$ cat config.mk
export PLATFORM = sky130hd
export DESIGN_NAME = sd_rrmux_output
export DESIGN_NICKNAME = d
export VERILOG_FILES = /design/src/rtl/sd_rrmux_output.sv
export SDC_FILE = /design/constraint.sdc
export NUM_CORES = 1
export LEC_CHECK = 0
export ABC_CLOCK_PERIOD_IN_PS = 2400
export CORE_UTILIZATION = 37
export CTS_CLUSTER_SIZE = 12
export DETAILED_ROUTE_END_ITERATION = 6
export HOLD_SLACK_MARGIN = 0.1
export PLACE_DENSITY = 0.79
export REMOVE_ABC_BUFFERS = 1
export SYNTH_ARGS = -nofsm -noshare
export SYNTH_HDL_FRONTEND = slang
export SYNTH_SLANG_ARGS = --single-unit
export TNS_END_PERCENT = 100
$ cat constraint.sdc
create_clock -name clk -period 2.4 [get_ports clk]
set_input_delay 0.48 -clock clk [delete_from_list [all_inputs] [get_ports clk]]
set_output_delay 0.48 -clock clk [all_outputs]
set_load 0.05 [all_outputs]
$ cat src/rtl/sd_rrmux_output.sv
// sd_rrmux_output: N:1 round-robin multiplexer with a registered output stage.
// In packet mode (mode=1) the grant is held from the first word of a packet
// until the word carrying end-of-packet has been accepted.
module sd_rrmux_output #(
  parameter int unsigned width  = 8,
  parameter int unsigned inputs = 4,
  parameter int unsigned mode   = 0
) (
  input  logic                    clk,
  input  logic                    reset_n,
  input  logic [inputs-1:0]       c_srdy,
  output logic [inputs-1:0]       c_drdy,
  input  logic [inputs*width-1:0] c_data,
  input  logic [inputs-1:0]       c_eop,
  output logic                    p_srdy,
  input  logic                    p_drdy,
  output logic [width-1:0]        p_data,
  output logic [inputs-1:0]       p_grant,
  output logic                    p_eop
);

  localparam int unsigned IdxW = (inputs > 1) ? $clog2(inputs) : 1;
  // One extra bit so last+k never overflows before the wrap subtraction.
  localparam logic [IdxW:0]   NumIn    = (IdxW+1)'(inputs);
  localparam logic [IdxW-1:0] LastInit = IdxW'(inputs - 1);

  logic [IdxW-1:0]   last_q;
  logic              lock_q;
  logic [IdxW-1:0]   lock_idx_q;
  logic              p_srdy_q;
  logic [width-1:0]  p_data_q;
  logic [inputs-1:0] p_grant_q;
  logic              p_eop_q;

  logic              ready;
  logic              sel_valid;
  logic [IdxW-1:0]   sel_idx;
  logic [IdxW:0]     cand;
  logic [width-1:0]  sel_data;
  logic              sel_eop;
  logic              xfer;

  // The output register can take a new word when empty or being drained.
  assign ready = p_drdy | ~p_srdy_q;

  // Arbiter: locked requester only, otherwise first active after last winner.
  always_comb begin
    sel_valid = 1'b0;
    sel_idx   = lock_idx_q;
    cand      = '0;
    if (lock_q) begin
      sel_valid = 1'b1;
    end else begin
      for (int k = 1; k <= int'(inputs); k++) begin
        cand = {1'b0, last_q} + (IdxW+1)'(k);
        if (cand >= NumIn) begin
          cand = cand - NumIn;
        end
        if (!sel_valid && c_srdy[cand[IdxW-1:0]]) begin
          sel_valid = 1'b1;
          sel_idx   = cand[IdxW-1:0];
        end
      end
    end
  end

  // Offer the slot to the selected requester only while the output can accept.
  always_comb begin
    c_drdy = '0;
    if (ready && sel_valid) begin
      c_drdy[sel_idx] = 1'b1;
    end
  end

  assign xfer = |(c_srdy & c_drdy);

  // Data/eop mux for the selected requester.
  always_comb begin
    sel_data = c_data[width-1:0];
    sel_eop  = c_eop[0];
    for (int i = 0; i < int'(inputs); i++) begin
      if (sel_idx == IdxW'(i)) begin
        sel_data = c_data[i*width +: width];
        sel_eop  = c_eop[i];
      end
    end
  end

  // Control state and output flags; reset discards any held word and lock.
  always_ff @(posedge clk or negedge reset_n) begin
    if (!reset_n) begin
      p_srdy_q   <= 1'b0;
      p_grant_q  <= '0;
      p_eop_q    <= 1'b0;
      last_q     <= LastInit;
      lock_q     <= 1'b0;
      lock_idx_q <= '0;
    end else begin
      p_srdy_q <= xfer | (p_srdy_q & ~p_drdy);
      if (xfer) begin
        p_grant_q <= c_drdy;
        p_eop_q   <= sel_eop;
        last_q    <= sel_idx;
        if (mode == 1) begin
          lock_q     <= ~sel_eop;
          lock_idx_q <= sel_idx;
        end
      end
    end
  end

  // Output data carries no reset; it is only meaningful while p_srdy is high.
  always_ff @(posedge clk) begin
    if (xfer) begin
      p_data_q <= sel_data;
    end
  end

  assign p_srdy  = p_srdy_q;
  assign p_data  = p_data_q;
  assign p_grant = p_grant_q;
  assign p_eop   = p_eop_q;

endmodule

==> results by group <==
Outcome
  • Status: finished clean

CTS
  • H-tree depth: 1
  • CTS root buf: clkbuf_4
  • Clk Latency, worst-skew pair: 0.29 ns
  • Number of buffers created by CTS: 3
  • Num Clock Sinks: 16
  • CTS max path bufs: 2
  • Post-CTS Hold Fix Bufs: 0
  • CTS tree: built
  • Clk pin slew, worst setup/hold paths: about 0.10 ns

Final layout
  • Final Util: 0.7271
  • Multi-input logic area: approximately 600 sq um
  • Most common cell after layout, fill and taps aside: clkdlybuf4s50_1
  • Final antenna diode count: 0
  • Post-route insts no fill: around 200
  • Fillers: around 200
  • Final nets: 210
  • Storage cell area: roughly 440 sq um
  • Area Growth Syn to Fin: 79.93%
  • Commonest cells after routing, fill and taps aside: clkdlybuf4s50_1 (52), mux2i_1 (25), buf_4 (17)
  • Layout cells sized above 1: 0.2470

STA
  • Final worst path period need: 2.399 ns
  • RSZ-0062 raised after global routing: yes
  • Setup Viol. Count Final: 0
  • Tcrit/Tclk final: 0.9996
  • Final hold vios: 0
  • WHS: between 0.4 and 0.5 ns
  • Slew headroom: 0.6379
  • Worst-Margin Slew: roughly 0.54 ns
  • Fmax: between 400 and 500 MHz
  • Skew final: 0.004703 ns
  • Max-slew violations: 0

Synth
  • Synthesized area: a little over 0.001 sq mm
  • Number of synthesized register bits: 16
  • Mapped Cells: just under 90
  • Synth Warn #: 3
  • Count of cell types in the netlist: 33
  • Top FF cell, synth: edfxtp_1
  • EDFF count, synth: 8
  • Fraction of registers with async set/reset: 0.5000
  • Register area share after synthesis: 0.4307
  • Syn Area/Cell: between 10 and 15 sq um

Job
  • MaxCap Viol Count: 0

Route
  • Vias: ~980
  • Drt drc: 0
  • Pre-antenna DRT Iters: 4
  • Routed wire per std cell: ~14 um
  • Final antenna-violating net count: 0
  • 1st-iter DRT viols: 9
  • Vias per Instance: ~5.0
  • Total Routed Length: 2744 um

Global route
  • First-pass GRT wire length: about 4100 um
  • GRT Util Overall: 0.2023
  • Largest net degree at the start of global routing: 11
  • Number of global-route vias before repair: approximately 1000
  • Antenna violations before repair: 0
  • Gr ovfl total: 0

Setup path
  • CP Cell Sequence: dlygate4sd2_1 > nor2_1 > o21a_2 > a311oi_4 > nor3b_4 > buf_12
  • Critical path peak fanout: 5
  • Worst EP required: ~1.9 ns
  • Arr. time, crit path: roughly 1.9 ns
  • Critical path class: in -> out
  • Slowest stage delay, CP: between 0.3 and 0.4 ns
  • Worst R2R Setup Slack: 0.28 ns
  • CP max-delay cell: dlygate4sd2_1
  • CP Launch Type: primary input
  • Endpoint class of the critical path: primary output

Die
  • Core Area: between 0.002 and 0.003 sq mm
  • Total die area: 0.002994 sq mm
  • IO Pins: a little over 60
  • Die height: about 55 um
  • FP Rows: 18
  • Initial Utilization: 0.4041
  • Die W: about 55 um

Pwr
  • Power per Cell Area: 797.3 mW/mm^2
  • Lkg Pwr: ~0.00079 uW
  • VDD IR max: between 0.0005 and 0.0006 V

Place
  • HPWL after detailed placement: between 2000 and 2500 um
  • Routability cong.: around 0.8
  • IO Port Bufs: 60
  • DP Cell Count: roughly 190

Hold path
  • Hold Path Class: in -> async
critical path: cells and delay by family:
kind                   cells  cell delay [ns]
AND/OR/NAND/NOR            2             0.38
buffers and inverters      2             0.51
AO/OA/AOI/OAI              2             0.54
state kept, by name, indices dropped and copies added, names as in the netlist:
register	cells
p_data	8
p_srdy	1
p_grant	4
p_eop	1
last_q	2
metrics by stage:
step                      setup slack, ns  instance area, sq um  setup TNS, ns  total power [uW]
after floorplan                   -0.6964                 987.2         -2.824             944.0
after global placement            -0.1704                  1738         -1.514              1253
after detailed placement          -0.2190                  1738         -2.115              1269
after CTS                        0.001345                  1836              0              1471
after global routing             -0.07481                  1851        -0.2426              1544
final                           0.0009832                  1851              0              1475
power by group:
group / internal, uW / switching, uW / total (uW)
clock network: 60.4 / 90.7 / 151
registers: 375 / 38.2 / 413
logic: 417 / 493 / 911
total: 853 / 622 / 1480
what timing repair did:
item,in CTS,in global routing
setup endpoints to repair,4,4
buffers inserted,3,1
pin swaps,3,2
resized for setup,14,6
final cells by class:
type                    instances  share of cell area
multi-input cells              67              0.3212
repair buffers                 77              0.4009
flip-flops and latches         16              0.2394
well taps                      30             0.02028
clock buffers                   3             0.01217
inverters                       2            0.004057
clock inverters                 1            0.002028
kinds of logic (layout without fill, tap and decap cells):
kind of cell | after synthesis | after routing | synth area share
mux | 25 | 25 | 0.2433
simple gates | 25 | 25 | 0.1326
compound gates | 16 | 16 | 0.1375
flops | 16 | 16 | 0.4307
buf+inv | 6 | 83 | 0.04744
xor+xnor | 1 | 1 | 0.008517
Yosys cell counts, types with 2 or more instances:
cell type  instances  share of area
edfxtp_1           8           0.23
dfstp_2            2          0.051
a21o_1             2          0.015
nand2b_1           3          0.018
dfrtp_1            6           0.15
nor2_1             7          0.026
nand2_1            4          0.015
o21ai_0            4          0.019
nor2b_1            3          0.018
buf_4              2          0.015
mux2i_1           25           0.24
inv_1              2         0.0073
path summary, 6_finish.rpt:
check | start | endpoint | depth (start not counted)
worst max-delay path | c_srdy[3] | c_drdy[3] | 6
worst min-delay path | reset_n | p_grant[0] | 1
worst max register to register | last_q[0] | p_data[6] | 7
worst min register to register | p_grant[3] | p_grant[3] | 1
max in group asynchronous | reset_n | last_q[1] | 1
min in group clk | p_grant[3] | p_grant[3] | 1
routing by layer:
layer / GRT usage / vias to the layer above / part of all wire
met2: 0.3795 / 45 / 0.51
li1: - / 482 / -
met1: 0.1932 / 450 / 0.38
met3: 0.08056 / 4 / 0.10
met4: 0.07692 / 0 / 0.011
met5: 0 / - / 0
Note: power is estimated with default switching activity, not from simulation.
==> variant 1: new RTL, same flow settings <==
Set the parameter `inputs` to 8 (it was 4).
--- a/src/rtl/sd_rrmux_output.sv
+++ b/src/rtl/sd_rrmux_output.sv
@@ -3,7 +3,7 @@
 // until the word carrying end-of-packet has been accepted.
 module sd_rrmux_output #(
   parameter int unsigned width  = 8,
-  parameter int unsigned inputs = 4,
+  parameter int unsigned inputs = 8,
   parameter int unsigned mode   = 0
 ) (
   input  logic                    clk,
Interface: changed (5 resized); port bits go from 61 to 109. The function was not compared with the original's and may differ.
==> variant 1 against the original RTL <==
The flow now finishes with violations (setup timing). Synthesized cell count grew to 3.0 times the old value. Via count grew to 3.5 times the old value. Sequential cell count increased by 5. Area after synthesis is 140% higher. Critical path depth grew 6. Sequential share of layout area shrank 12 points. Global-route usage rose by 10 points. Routed wire length increased to 4.5 times the old value. Design area grew to 2.7 times the old value. Register-to-register slack worse by 1.8 ns. Worst setup slack got worse by 1.6 ns.
Power is not shown: default switching activity piles up to over one toggle a cycle in this logic, so the estimate is an artifact.
==> variant 1: results (changes against the original RTL) <==
STATUS
-------------------------------------------------------------------------------------------
Outcome ...................................................................... finished with violations   was completed
Failing checks ............................................................... setup timing

ROUTING
-------------------------------------------------------------------------------------------
WL final .....................................................................      12.2 mm   was 2.74 mm
Number of design-rule violations left by the first detailed-router iteration .          341   was 9

SYNTHESIS
-------------------------------------------------------------------------------------------
Share of the synthesized area in compound gates (AO/OA/AOI/OAI) ..............        0.236   was 0.137
Commonest cells post-synth ................................................... sky130_fd_sc_hd__nand2_1, sky130_fd_sc_hd__mux2i_1, sky130_fd_sc_hd__nor2_1   was sky130_fd_sc_hd__mux2i_1, sky130_fd_sc_hd__edfxtp_1, sky130_fd_sc_hd__nor2_1
Post-synthesis adder-cell area fraction ......................................       0.0102   was 0
Cell types occupying the most area after synthesis ........................... sky130_fd_sc_hd__dfrtp_1, sky130_fd_sc_hd__edfxtp_1, sky130_fd_sc_hd__mux4_2   was sky130_fd_sc_hd__mux2i_1, sky130_fd_sc_hd__edfxtp_1, sky130_fd_sc_hd__dfrtp_1
Post-Synthesis Mean Instance Area ............................................    9.18 um^2   was 11.6 um^2

GLOBAL ROUTING
-------------------------------------------------------------------------------------------
First-pass GRT wire length ...................................................      17.2 mm   was 4.15 mm
Global-route usage over all layers ...........................................        0.305   was 0.202

CELLS AND AREA
-------------------------------------------------------------------------------------------
Final-layout fill cell count .................................................          355   was 195
Share of post-route cells with drive strength above 1 ........................        0.460   was 0.247

CRITICAL PATH
-------------------------------------------------------------------------------------------
Slowest CP cell .............................................................. sky130_fd_sc_hd__dfstp_2   was sky130_fd_sc_hd__dlygate4sd2_1
CP arrival ...................................................................      3.97 ns   was 1.92 ns
Worst-case reg-to-reg path depth .............................................           12   was 7
Worst setup path startpoint ..................................................    last_q[0]   was c_srdy[3]
Max Fanout on Critical Path ..................................................            7   was 5
Slowest cell delay on critical path ..........................................      0.62 ns   was 0.34 ns

PLACED DESIGN
-------------------------------------------------------------------------------------------
Final RePlAce weighted congestion ............................................        0.920   was 0.781

STA
-------------------------------------------------------------------------------------------
Final setup viols ............................................................           37   was 0
Worst relative slew slack ....................................................        0.541   was 0.638
Final hold slack .............................................................     0.491 ns   was 0.457 ns
Setup ws final ...............................................................     -1.57 ns   was 0.000983 ns
Max Clock Skew ...............................................................   0.00247 ns   was 0.00470 ns

CLOCK TREE
-------------------------------------------------------------------------------------------
Clk Tree Root Cell ........................................................... sky130_fd_sc_hd__clkbuf_8   was sky130_fd_sc_hd__clkbuf_4

variant 1: cell types whose count changed in the layout (fill, tap and decap cells not counted), sizes merged, moves of 13 or more:
cell,unedited run,this run
mux2,0,17
buf,21,119
clkdlybuf4s50,52,100
nand2,4,25
mux4,0,13
variant 1: through the flow:
stage,area (um^2),TNS [ns]
floorplan,2350,-74.44
global placement,4230,-43.17
detailed placement,4230,-45.04
CTS,4700,-37.23
global route,4910,-42.68
finish,4910,-40.29
variant 1: timing repair:
action	4_1_cts	5_1_grt
cloned	1	0
resized for setup	68	45
endpoints found under the setup margin	37	37
buffers inserted	23	11
pin swaps	20	27
variant 1: how the worst max path moves through the flow:
stage	to	cells past startpoint
final	p_data[6]	12
after global routing	c_drdy[4]	10
after CTS	c_drdy[4]	11
after detailed placement	p_data[6]	11
after global placement	c_drdy[2]	9
after floorplan	c_drdy[6]	8
variant 1: area by class of cell:
type / count / share of cell area
repair buffers: 219 / 0.423
clock inverters: 1 / 0.00102
clock buffers: 3 / 0.00841
flip-flops and latches: 21 / 0.116
multi-input cells: 213 / 0.420
inverters: 15 / 0.0122
well taps: 77 / 0.0196
variant 1: routing by layer:
metal	routed length, um	share of wire	track usage	vias to the layer above
met2	6230	0.51	0.545	254
li1	-	-	-	1434
met3	1030	0.084	0.0577	71
met4	627	0.051	0.117	0
met1	4340	0.35	0.360	1657
met5	0	0	0	-
variant 1: kinds of logic (layout without fill, tap and decap cells):
kind of cell	count (synthesis)	in the layout
AOI/OAI and AO/OA	80	80
and+or+nand+nor	78	78
buffers and inverters	33	238
muxes	49	49
adders and majority gates	2	2
DFF	21	21
xor gates and xnor gates	4	4
variant 1: critical path: cells and delay by family, from the launching register on:
family | cells | cell delay [ns]
AO/OA/AOI/OAI | 5 | 1.37
multiplexers | 2 | 0.79
flip-flops | 1 | 0.62
buffers and inverters | 3 | 0.37
adder cells (fa/ha/maj) | 1 | 0.30
AND/OR/NAND/NOR | 1 | 0.24
==> variant 2: new RTL, same settings <==
Made on the original files. Reset style: synchronous (`reset_n`), changed in one clocked block.
--- a/src/rtl/sd_rrmux_output.sv
+++ b/src/rtl/sd_rrmux_output.sv
@@ -87,7 +87,7 @@
   end
 
   // Control state and output flags; reset discards any held word and lock.
-  always_ff @(posedge clk or negedge reset_n) begin
+  always_ff @(posedge clk) begin
     if (!reset_n) begin
       p_srdy_q   <= 1'b0;
       p_grant_q  <= '0;
Check against the original RTL: differs if reset_n is asserted again (counterexample within 4 cycles, from zero or initial values and one cycle with reset_n low); with reset_n held inactive, the same outputs for 10 cycles.
==> variant 2 against the original RTL <==
Sequential cell count stayed put. Global-route usage up 1.3 points. Design area grew 3.0%. Sequential share of layout area decreased by 2.9 points. Final cell count is 12% higher. Synthesized cell count is 9.0% higher. Worst setup slack gained 0.044 ns. Power decreased by 26%. Non-clock buffer count rose by 16. Core utilization grew 3.6 points. Count of clock-buffer cells in the layout did not move. Combinational power decreased by 35%. Routed wire length increased by 8.2%. Area after synthesis shrank 3.6%. Largest power group unchanged.
==> variant 2: results (changes against the original RTL) <==
PLACED DESIGN
----------------------------------------------------------------------------------
Worst slack at placement ............................................    -0.233 ns   was -0.219 ns
Hpwl dp .............................................................      2.13 mm   was 2.12 mm
Instance area at placement .......................................... 0.00175 mm^2   was 0.00174 mm^2

CELLS AND AREA
----------------------------------------------------------------------------------
Final-layout fill cell count ........................................          172   was 195
Share of post-route cells with drive strength above 1 ...............        0.279   was 0.247
Register area .......................................................     402 um^2   was 443 um^2
Layout Cells excl Fill ..............................................          220   was 196

STA
----------------------------------------------------------------------------------
Fmax achieved .......................................................      425 MHz   was 417 MHz
Final hold slack ....................................................     0.511 ns   was 0.457 ns

CRITICAL PATH
----------------------------------------------------------------------------------
CP arrival ..........................................................      1.87 ns   was 1.92 ns
Reg-to-reg critical path startpoint .................................    last_q[1]   was last_q[0]
Reg-to-reg slack, setup .............................................      0.18 ns   was 0.28 ns
Family of cells with the greatest summed delay on the critical path . buffers and inverters   was compound AO/OA/AOI/OAI gates
Worst-case reg-to-reg path depth ....................................           13   was 7

SYNTHESIS
----------------------------------------------------------------------------------
Cell types occupying the most area after synthesis .................. sky130_fd_sc_hd__edfxtp_1, sky130_fd_sc_hd__dfxtp_1, sky130_fd_sc_hd__a211oi_1   was sky130_fd_sc_hd__mux2i_1, sky130_fd_sc_hd__edfxtp_1, sky130_fd_sc_hd__dfrtp_1
Commonest cells post-synth .......................................... sky130_fd_sc_hd__a211oi_1, sky130_fd_sc_hd__a21oi_1, sky130_fd_sc_hd__dfxtp_1, sky130_fd_sc_hd__edfxtp_1, sky130_fd_sc_hd__mux2i_1   was sky130_fd_sc_hd__mux2i_1, sky130_fd_sc_hd__edfxtp_1, sky130_fd_sc_hd__nor2_1
Warnings from Yosys .................................................            0   was 3
Post-synth ARST share ...............................................            0   was 0.500
Fraction of post-synthesis cell area in the top cell type by area ...        0.242   was 0.243
Number of library cell types mapped by synthesis ....................           30   was 33

GLOBAL ROUTING
----------------------------------------------------------------------------------
Met2 Usage GRT ......................................................        0.424   was 0.380
Maximum number of pins on one net before global-route repair ........           17   was 11
First-pass GRT wire length ..........................................      4.37 mm   was 4.15 mm
Met3 Resource Use GR ................................................       0.0452   was 0.0806
Global-route usage over all layers ..................................        0.215   was 0.202

STATUS
----------------------------------------------------------------------------------
Outcome .............................................................    completed   unchanged

ROUTING
----------------------------------------------------------------------------------
Detail-routed via count per cell ....................................         4.97   was 5.01
Wire length on met2 .................................................      1.58 mm   was 1.40 mm

POWER
----------------------------------------------------------------------------------
Max VDD drop ........................................................   0.000434 V   was 0.000559 V

CLOCK TREE
----------------------------------------------------------------------------------
Post-CTS setup buffer count .........................................           12   was 3
Cells resized by post-CTS repair ....................................           13   was 14

MIN PATH
----------------------------------------------------------------------------------
Class of the worst hold path ........................................ flop to flop   was input port to asynchronous set/reset pin

-- variant 2: changes by cell type after synthesis, sizes merged, moves of 3 or more --
cell / before / now
dfxtp: 0 / 8
and2: 0 / 3
a211oi: 0 / 11
mux2i: 25 / 8
dfrtp: 6 / 0
a21oi: 0 / 9
and2b: 1 / 5
nand2b: 3 / 7
-- variant 2: area by class of cell --
| cell class | instances | area share |
|---|---|---|
| clock inverters | 1 | 0.00197 |
| repair buffers | 93 | 0.453 |
| inverters | 2 | 0.00394 |
| multi-input cells | 75 | 0.299 |
| clock buffers | 3 | 0.0118 |
| well taps | 30 | 0.0197 |
| flip-flops and latches | 16 | 0.211 |
-- variant 2: report_power, final --
part	internal, mW	switching (mW)
Clock	0.0605	0.0871
Combinational	0.281	0.312
Sequential	0.336	0.0182
-- variant 2: cell families (layout without fill, tap and decap cells) --
kind of cell,count (synthesis),count (layout),synth area share
mux,9,9,0.0922
buf+inv,6,99,0.0467
simple gates,34,34,0.198
compound gates,32,32,0.259
flops,16,16,0.404
